<file path="src/rtl/adc_packet_framer_pkg.sv">
// Shared state encodings and constants for the ADC packet framer.
// Main FSM and handshake phases are kept as plain localparams for legacy tools.
package adc_framer_pkg;

  typedef enum logic [2:0] {
    S_IDLE     = 3'd0,
    S_HEADER   = 3'd1,
    S_LENGTH   = 3'd2,
    S_DATA     = 3'd3,
    S_CHECKSUM = 3'd4
  } main_state_e;

  typedef enum logic [1:0] {
    P_ISSUE     = 2'd0,
    P_WAIT_BUSY = 2'd1,
    P_WAIT_IDLE = 2'd2
  } hs_phase_e;

  localparam logic [7:0] HEADER_DEFAULT = 8'hA5;

  localparam logic [2:0] ST_IDLE     = S_IDLE;
  localparam logic [2:0] ST_HEADER   = S_HEADER;
  localparam logic [2:0] ST_LENGTH   = S_LENGTH;
  localparam logic [2:0] ST_DATA     = S_DATA;
  localparam logic [2:0] ST_CHECKSUM = S_CHECKSUM;

  localparam logic [1:0] PH_ISSUE     = P_ISSUE;
  localparam logic [1:0] PH_WAIT_BUSY = P_WAIT_BUSY;
  localparam logic [1:0] PH_WAIT_IDLE = P_WAIT_IDLE;

endpackage

</file>
<file path="src/rtl/adc_packet_framer_if.sv">
// Framer-side signal bundle: trigger, FWFT sample FIFO and UART ADC streaming path.
// master = the framer, slave = the surrounding FIFO / UART wrapper.
interface adc_packet_framer_if;
  logic       Trigger;
  logic [7:0] SampleData;
  logic       SampleEmpty;
  logic       SampleRead;
  logic       TxStrobe;
  logic [7:0] TxData;
  logic       TxValid;
  logic       Streaming;
  logic       PacketDone;
  logic       Overrun;

  modport master (
    input  Trigger, SampleData, SampleEmpty, TxStrobe,
    output SampleRead, TxData, TxValid, Streaming, PacketDone, Overrun
  );

  modport slave (
    output Trigger, SampleData, SampleEmpty, TxStrobe,
    input  SampleRead, TxData, TxValid, Streaming, PacketDone, Overrun
  );
endinterface

</file>
<file path="src/rtl/adc_packet_framer_tx_byte_handshake.sv">
// One-byte transfer to the UART: issue on idle strobe, wait for busy, wait for idle.
// accepted_o pulses on the issue cycle, done_o when the UART is idle again.
module tx_byte_handshake
  import adc_framer_pkg::*;
(
  input  logic       clk_i,
  input  logic       rst_ni,
  input  logic       req_i,
  input  logic [7:0] byte_i,
  input  logic       strobe_i,
  output logic       tx_valid_o,
  output logic [7:0] tx_data_o,
  output logic       accepted_o,
  output logic       done_o
);

  logic [1:0] phase_q, phase_d;
  logic       tx_valid_q, tx_valid_d;
  logic [7:0] tx_data_q, tx_data_d;

  always_comb begin
    phase_d    = phase_q;
    tx_valid_d = 1'b0;
    tx_data_d  = tx_data_q;
    accepted_o = 1'b0;
    done_o     = 1'b0;
    case (phase_q)
      PH_ISSUE: begin
        if (req_i && strobe_i) begin
          accepted_o = 1'b1;
          tx_valid_d = 1'b1;
          tx_data_d  = byte_i;
          phase_d    = PH_WAIT_BUSY;
        end
      end
      PH_WAIT_BUSY: if (!strobe_i) phase_d = PH_WAIT_IDLE;
      PH_WAIT_IDLE: begin
        if (strobe_i) begin
          done_o  = 1'b1;
          phase_d = PH_ISSUE;
        end
      end
      default: phase_d = PH_ISSUE;
    endcase
  end

  always_ff @(posedge clk_i or negedge rst_ni) begin
    if (!rst_ni) begin
      phase_q    <= PH_ISSUE;
      tx_valid_q <= 1'b0;
      tx_data_q  <= 8'h00;
    end else begin
      phase_q    <= phase_d;
      tx_valid_q <= tx_valid_d;
      tx_data_q  <= tx_data_d;
    end
  end

  assign tx_valid_o = tx_valid_q;
  assign tx_data_o  = tx_data_q;

endmodule

</file>
<file path="src/rtl/adc_packet_framer.sv">
// Drains PKT_LEN FIFO samples per trigger into a header/length/data[/checksum] packet.
// Define ADC_FRAMER_CHECKSUM_EN to append the two's-complement checksum byte.
module adc_packet_framer
  import adc_framer_pkg::*;
#(
  parameter int         PKT_LEN = 16,
  parameter logic [7:0] HEADER  = HEADER_DEFAULT
) (
  input  logic                Clock,
  input  logic                Reset,
  adc_packet_framer_if.master bus
);

  localparam logic [7:0] LEN_BYTE = 8'(PKT_LEN);

  logic [2:0] state_q, state_d;
  logic [7:0] cnt_q, cnt_d;
  logic       overrun_q, overrun_d;
  logic       done_q, done_d;
  logic       streaming_q, streaming_d;
  logic       hs_req, hs_accepted, hs_done, last_sample;
  logic [7:0] byte_sel;
`ifdef ADC_FRAMER_CHECKSUM_EN
  logic [7:0] acc_q, acc_d;
`endif

  assign last_sample = (cnt_q == LEN_BYTE);

  always_comb begin
    state_d   = state_q;
    cnt_d     = cnt_q;
    overrun_d = overrun_q;
    done_d    = 1'b0;
    byte_sel  = HEADER;
    hs_req    = 1'b0;
    case (state_q)
      ST_IDLE: ;
      ST_HEADER: begin
        hs_req = 1'b1;
        if (hs_done) state_d = ST_LENGTH;
      end
      ST_LENGTH: begin
        byte_sel = LEN_BYTE;
        hs_req   = 1'b1;
        if (hs_done) state_d = ST_DATA;
      end
      ST_DATA: begin
        byte_sel = bus.SampleData;
        // An empty FIFO simply withholds the request, stalling in the issue phase.
        hs_req   = !bus.SampleEmpty && !last_sample;
        if (hs_accepted) cnt_d = cnt_q + 8'd1;
        if (hs_done && last_sample) begin
`ifdef ADC_FRAMER_CHECKSUM_EN
          state_d = ST_CHECKSUM;
`else
          state_d = ST_IDLE;
          done_d  = 1'b1;
`endif
        end
      end
`ifdef ADC_FRAMER_CHECKSUM_EN
      ST_CHECKSUM: begin
        byte_sel = 8'd0 - acc_q;
        hs_req   = 1'b1;
        if (hs_done) begin
          state_d = ST_IDLE;
          done_d  = 1'b1;
        end
      end
`endif
      default: state_d = ST_IDLE;
    endcase
    if (bus.Trigger) begin
      if (state_q == ST_IDLE) begin
        state_d   = ST_HEADER;
        cnt_d     = 8'd0;
        overrun_d = 1'b0;
      end else begin
        overrun_d = 1'b1;
      end
    end
    streaming_d = (state_d != ST_IDLE);
  end

`ifdef ADC_FRAMER_CHECKSUM_EN
  // Header is deliberately excluded from the running sum.
  always_comb begin
    acc_d = acc_q;
    if (bus.Trigger && state_q == ST_IDLE)
      acc_d = 8'd0;
    else if (hs_accepted && (state_q == ST_LENGTH || state_q == ST_DATA))
      acc_d = acc_q + byte_sel;
  end

  always_ff @(posedge Clock or negedge Reset) begin
    if (!Reset) acc_q <= 8'd0;
    else        acc_q <= acc_d;
  end
`endif

  always_ff @(posedge Clock or negedge Reset) begin
    if (!Reset) begin
      state_q     <= ST_IDLE;
      cnt_q       <= 8'd0;
      overrun_q   <= 1'b0;
      done_q      <= 1'b0;
      streaming_q <= 1'b0;
    end else begin
      state_q     <= state_d;
      cnt_q       <= cnt_d;
      overrun_q   <= overrun_d;
      done_q      <= done_d;
      streaming_q <= streaming_d;
    end
  end

  tx_byte_handshake u_hs (
    .clk_i      (Clock),
    .rst_ni     (Reset),
    .req_i      (hs_req),
    .byte_i     (byte_sel),
    .strobe_i   (bus.TxStrobe),
    .tx_valid_o (bus.TxValid),
    .tx_data_o  (bus.TxData),
    .accepted_o (hs_accepted),
    .done_o     (hs_done)
  );

  assign bus.SampleRead = hs_accepted && (state_q == ST_DATA);
  assign bus.Streaming  = streaming_q;
  assign bus.PacketDone = done_q;
  assign bus.Overrun    = overrun_q;

endmodule

</file>
<file path="src/flat_wrapper.sv">
// flat-port wrapper written by rule: the top's interface ports become plain ports
module adc_packet_framer_flat import adc_framer_pkg::*;
#(
  parameter int         PKT_LEN = 16,
  parameter logic [7:0] HEADER  = HEADER_DEFAULT
)
  (Clock, Reset, bus_Trigger, bus_SampleData, bus_SampleEmpty, bus_TxStrobe, bus_SampleRead, bus_TxData, bus_TxValid, bus_Streaming, bus_PacketDone, bus_Overrun);
  adc_packet_framer_if bus_i ();
  input  logic Clock;
  input  logic Reset;
  input wire logic [$bits(bus_i.Trigger)-1:0] bus_Trigger;
  input wire logic [$bits(bus_i.SampleData)-1:0] bus_SampleData;
  input wire logic [$bits(bus_i.SampleEmpty)-1:0] bus_SampleEmpty;
  input wire logic [$bits(bus_i.TxStrobe)-1:0] bus_TxStrobe;
  output wire logic [$bits(bus_i.SampleRead)-1:0] bus_SampleRead;
  output wire logic [$bits(bus_i.TxData)-1:0] bus_TxData;
  output wire logic [$bits(bus_i.TxValid)-1:0] bus_TxValid;
  output wire logic [$bits(bus_i.Streaming)-1:0] bus_Streaming;
  output wire logic [$bits(bus_i.PacketDone)-1:0] bus_PacketDone;
  output wire logic [$bits(bus_i.Overrun)-1:0] bus_Overrun;
  assign bus_i.Trigger = bus_Trigger;
  assign bus_i.SampleData = bus_SampleData;
  assign bus_i.SampleEmpty = bus_SampleEmpty;
  assign bus_i.TxStrobe = bus_TxStrobe;
  assign bus_SampleRead = bus_i.SampleRead;
  assign bus_TxData = bus_i.TxData;
  assign bus_TxValid = bus_i.TxValid;
  assign bus_Streaming = bus_i.Streaming;
  assign bus_PacketDone = bus_i.PacketDone;
  assign bus_Overrun = bus_i.Overrun;
  adc_packet_framer #(.PKT_LEN(PKT_LEN), .HEADER(HEADER)) u_core (.Clock(Clock), .Reset(Reset), .bus(bus_i));
endmodule
</file>
<file path="config.mk">
export PLATFORM = sky130hd
export DESIGN_NAME = adc_packet_framer_flat
export DESIGN_NICKNAME = d
export VERILOG_FILES = /design/src/rtl/adc_packet_framer_pkg.sv /design/src/rtl/adc_packet_framer_if.sv /design/src/rtl/adc_packet_framer_tx_byte_handshake.sv /design/src/rtl/adc_packet_framer.sv /design/src/flat_wrapper.sv
export SDC_FILE = /design/constraint.sdc
export NUM_CORES = 1
export LEC_CHECK = 0
export ABC_AREA = 0
export CORE_MARGIN = 8
export CORE_UTILIZATION = 23
export DETAILED_ROUTE_END_ITERATION = 8
export PLACE_DENSITY = 0.53
export SYNTH_ARGS = -nofsm -noshare
export SYNTH_HDL_FRONTEND = slang
export SYNTH_SLANG_ARGS = --single-unit
</file>
<file path="constraint.sdc">
create_clock -name Clock -period 2 [get_ports Clock]
set_clock_uncertainty 0.05 [all_clocks]
set_input_delay 0.4 -clock Clock [delete_from_list [all_inputs] [get_ports Clock]]
set_output_delay 0.4 -clock Clock [all_outputs]
set_load 0.01 [all_outputs]
</file>
# Word level (Yosys, flattened, before mapping)
# Index checks and enable logic that the tools add are counted.
[word_totals]
output_inout_bits = 13
regBits = 25
input_bits = 13
wordCells = 53
[classes]
n_addsub = 1
eq_ne = 9
n_mux = 23
reduce_logical = 12
[ops]
columns = ["op", "n"]
rows = [
  ["$mux W8", 4],
  ["$pmux W8 S2", 1],
  ["$mux W3", 5],
  ["$pmux W3 S4", 1],
  ["$add A8 B1 Y8 const B", 1],
  ["$eq A8 B5 Y1 const B", 1],
  ["$mux W1", 7],
  ["$eq A3 B2 Y1 const B", 2],
  ["$mux W2", 3],
  ["$ne A2 B2 Y1 const B", 3],
  ["$pmux W2 S3", 1],
  ["$logic_and A1 B1 Y1", 4],
  ["$eq A3 B1 Y1 const B", 1],
  ["$logic_not A3 Y1", 1],
  ["$reduce_and A3 Y1", 1],
  ["$reduce_bool A3 Y1", 1],
  ["$eq A2 B1 Y1 const B", 1],
  ["$eq A2 B2 Y1 const B", 1],
  ["$logic_not A1 Y1", 2],
  ["$logic_not A2 Y1", 1],
  ["$pmux W1 S2", 1],
  ["$reduce_and A2 Y1", 1],
  ["$reduce_or A2 Y1", 1],
]

# Logic depth before layout (Yosys ltp)
# Gate-level depths: netlist (run 1).
[depth]
word_depth = 11
depth_mapped = 7
mapped_depth_nobuf = 6

# Cells and area by module
# Synthesis (run 1) repeated with hierarchy kept, for this count alone.
[hier_totals]
cells_unflattened = 117
hier_area_um2 = 1262.5
[by_module_without_submodules]
columns = ["mod", "instances", "cells_each", "area_each_um2"]
rows = [
  ["adc_packet_framer", 1, 91, 847.1],
  ["tx_byte_handshake", 1, 26, 415.4],
]

# Least setup slack after synthesis (run 1)
# OpenSTA, ideal clock, no wires.
[synth_path]
path_kind = "reg2reg"
start = "register u_core.u_hs.phase_q[0]"
end = "register u_core.u_hs.tx_data_q[0], in the netlist u_core.u_hs.tx_data_o[0]"
synth_period_minus_slack_ps = 2103
arrival_time_ps = 1928
t_required_ps = 1825
slack_ps = -103
path_buffers = 2
stages_incl_launch_ff = 7
path_cell_list = "dfrtp_1 > or4b_4 > buf_6 > a211oi_4 > a21o_1 > buf_6 > mux2_4"
[synth_via]
elab_chain_cells = 2
[synth_lines]
columns = ["item", "line_no", "text"]
rows = [
  ["start: declaration", "adc_packet_framer_tx_byte_handshake.sv:17", "logic [1:0] phase_q, phase_d;"],
  ["start signal: assignment", "adc_packet_framer_tx_byte_handshake.sv:53", "phase_q <= phase_d;"],
  ["$logic_not A2 Y1", "adc_packet_framer_tx_byte_handshake.sv:27", "case (phase_q)"],
  ["$reduce_and A2 Y1 (no line)", "-", ""],
  ["end signal: assignment", "adc_packet_framer_tx_byte_handshake.sv:55", "tx_data_q <= tx_data_d;"],
  ["end: declaration", "adc_packet_framer_tx_byte_handshake.sv:19", "logic [7:0] tx_data_q, tx_data_d;"],
]
# No other way between the ends.
# A chain may end at the register's enable or synchronous reset.

# Worst setup path after layout (run 1)
[layout_path]
start = "register u_core.u_hs.phase_q[1]"
end = "output port bus_SampleRead"
[layout_via]
elab_chain_cells = 3
[layout_lines]
columns = ["item", "line_no", "text"]
rows = [
  ["$logic_not A2 Y1", "adc_packet_framer_tx_byte_handshake.sv:27", ""],
  ["$mux W1", "adc_packet_framer_tx_byte_handshake.sv:27", ""],
  ["$logic_and A1 B1 Y1", "adc_packet_framer.sv:129", "assign bus.SampleRead = hs_accepted && (state_q == ST_DATA);"],
  ["end: declaration", "flat_wrapper.sv:15", "output wire logic [$bits(bus_i.SampleRead)-1:0] bus_SampleRead;"],
]
# No other way between the ends.

==> run_results.csv, run 1 <==
group,metric,value,unit
run_status,status,"complete, but fails checks",
run_status,violations,"setup timing",
finish,final_common_cell,"dfrtp_1",
sta,setup_ws,-51.86,ps
finish,syn_to_final_growth,43.55,%
finish,finish.utilization,33.73,%
worst_setup_path,cp-startpoint,"u_core.u_hs.phase_q[1]",
yosys,async_reset_ff_share,100.0,%
worst_setup_path,r2r_cells,6,
worst_setup_path,arrival,1600,ps
drt,drt-initial-drc-count,20,
placed_design,portBuffers,25,
power,power_density,571.0,nW/um^2
global_route,grt_overflow,0,
yosys,synth_flop_cell,"dfrtp_1",
floorplan,dieHeight,90.31,um
sta,fin_crit_sh,102.6,%
floorplan,coreArea,5405,sq um
clock_tree,cts_root_buf,"clkbuf_8",
placed_design,placed_cells,226,
worst_setup_path,endpoint,"bus_SampleRead",
sta,maxSlewViolCount,0,
clock_tree,cts_sinks,25,
drt,via_per_inst,4.380,
sta,timing.fmax,487.4,MHz
yosys,avgSynthCellArea,11.04,sq um
job,drv_cap,0,
clock_tree,cts_tree,"done",
yosys,syn_inst,115,
finish,layout-drive-gt1-share,25.31,%
sta,setup_viol,1,
worst_setup_path,crit_path_end_kind,"primary output",
global_route,antenna_found_initial,0,
clock_tree,clk_latency,260,ps
clock_tree,cts_inserted_buffers,3,
drt,firstDrtPassIters,4,
clock_tree,clock_path_buffers,2,
drt,post_drt_wl_per_cell,13.18,um
worst_setup_path,worst_ep_required_time,1550,ps
finish,nets,178,
worst_setup_path,path_max_fanout,2,
yosys,yosysUniqueCellTypes,32,
worst_setup_path,r2r_start,"u_core.u_hs.phase_q[1]",
worst_hold_path,worstHoldPathType,"primary input to async pin",
yosys,synth_area,1270,sq um
worst_setup_path,r2r-end,"u_core.u_hs.tx_data_o[7]",
drt,drt-total-wl,3.083,mm
worst_setup_path,startpoint_type,"flop",
yosys,ys_ff_latch,25,
yosys,ys_warn_count,0,
yosys,synth-edff-count,0,
global_route,grt_first_pass_wirelength,5.347,mm
floorplan,die-area,8155,sq um
clock_tree,clk_pin_slew,80,ps
floorplan,start_util,23.50,%
sta,rsz0062_at_grt,"true",
placed_design,dp_hpwl,2.362,mm
global_route,grt_pass1_vias,1164,
finish,antenna_cells,0,
sta,period_minus_slack,2052,ps
worst_setup_path,rrSetupSlack,10,ps
finish,final_cell_mix,"dfrtp_1 (25), clkdlybuf4s50_1 (22), buf_4 (19)",
yosys,ys_seq_area_share,49.26,%
power,p_leak,0.7676,nW
finish,final_cells,234,
drt,drc,0,
clock_tree,cts.htree.levels,1,
floorplan,num_io_pins,26,
power,ir_drop,0.2300,mV
worst_setup_path,crit_type,"flop to primary output",
floorplan,die_x,90.31,um
global_route,grt_max_degree,26,
sta,finalHoldViolCount,0,
drt,ant_nets,0,
global_route,grt_usage,7.981,%
drt,vias,1025,
placed_design,place.gp.congestion,0.8756,
floorplan,fp-row-count,27,
yosys,syn_nets,130,
-- worst min path at each step --
stage	end	slack, ps	depth (start not counted)
global placement	u_core.bus.Overrun	430	2
floorplan	u_core.bus.Overrun	50	0
CTS	u_core.u_hs.tx_data_o[6]	460	2
finish	u_core.u_hs.tx_data_o[6]	450	2
global route	u_core.u_hs.tx_data_o[6]	490	2
detailed placement	u_core.u_hs.tx_data_o[7]	450	1
-- synth_stat cells, types with 2 or more instances --
cell type	instances	share of area [%]
a2111oi_1	2	1.6
buf_6	2	1.8
dfrtp_1	25	49
ha_1	2	2.0
xnor2_1	8	5.5
nor2_1	14	4.1
nor3_1	3	1.2
and3_1	3	1.5
nand3_1	5	2.0
nor4_1	4	2.0
nand2_1	11	3.3
o21ai_0	3	1.2
mux2_4	7	8.3
mux2i_1	2	1.6
inv_1	7	2.1
-- power by group --
group / internal, mW / switching, mW / leakage, nW
clock network: 0.142 / 0.151 / 0.0228
logic: 0.116 / 0.0838 / 0.425
registers: 0.532 / 0.0156 / 0.320
-- per-layer routing --
metal / part of all wire, % / vias to the layer above / GRT usage [%]
met2: 53 / 23 / 14.66
met4: 0.94 / 0 / 2.913
met3: 6.3 / 4 / 3.408
met5: 0 / - / 0
met1: 40 / 513 / 7.738
li1: - / 485 / -
-- state kept, by name, summed over array words and instances, names as in the netlist --
| register | cells |
|---|---|
| u_core.cnt_q | 8 |
| u_core.u_hs.tx_data_o | 8 |
| u_core.state_q | 3 |
| u_core.u_hs.phase_q | 2 |
| u_core.bus.Overrun | 1 |
| u_core.bus.PacketDone | 1 |
| u_core.bus.Streaming | 1 |
| u_core.u_hs.tx_valid_o | 1 |
-- what timing repair did --
item / 4_1_cts / 5_1_grt
cloned: 0 / 1
pin swaps: 2 / 1
hold buffers: 0 / 0
endpoints found under the setup margin: 14 / 11
buffers inserted: 3 / 0
endpoints found under the hold margin: 0 / 0
resized for setup: 7 / 1
-- logic make-up (layout without fill, tap and decap cells) --
logic type | after synthesis | after routing | synth area share, %
fa+ha+maj | 2 | 2 | 1.970
simple gates | 48 | 48 | 20.59
xor+xnor | 9 | 9 | 6.207
mux | 9 | 9 | 9.852
compound gates | 10 | 10 | 7.291
other cells | 1 | 1 | 0.2953
flops | 25 | 25 | 49.26
buf+inv | 11 | 58 | 4.532
-- stage by stage --
step	cell area [sq um]	hold WS [ps]	power [mW]	setup slack (ps)	setup TNS, ps
final	1823	447.5	1.041	-51.86	-51.86
after global routing	1823	486.4	1.109	-106.2	-366.1
after CTS	1790	464.0	1.056	-115.6	-576.5
after detailed placement	1727	448.0	0.7500	-590.7	-6907
after global placement	1727	434.7	0.7440	-552.0	-6015
after floorplan	1270	54.41	0.6398	-102.9	-720.2
-- final cells by class --
class                           instances  area (sq um)
Clock buffer                            4         45.04
Fill cell                             565          3582
Inverter                                7         26.28
Multi-Input combinational cell         79         594.3
Sequential cell                        25         625.6
Tap cell                               72         90.09
Timing Repair Buffer                   47         441.7
-- worst max-delay path, cell delays in order, from the launching register on --
cell      delay, ps
dfrtp_1         390
or4b_4          550
a211oi_4        210
buf_2           180
Note: power is estimated with default switching activity, not from simulation.
==> run 2, diff against run 1 <==
Settings changed: ABC_CLOCK_PERIOD_IN_PS set to 2000.
==> results of run 2 <==
The final DEF is identical to that of run 1; final timing and power are the same.
==> run 3, diff against run 2 <==
Settings changed: CTS_CLUSTER_SIZE set to 28.
==> results of run 3 <==
The final DEF is identical to that of run 1; final timing and power are the same.
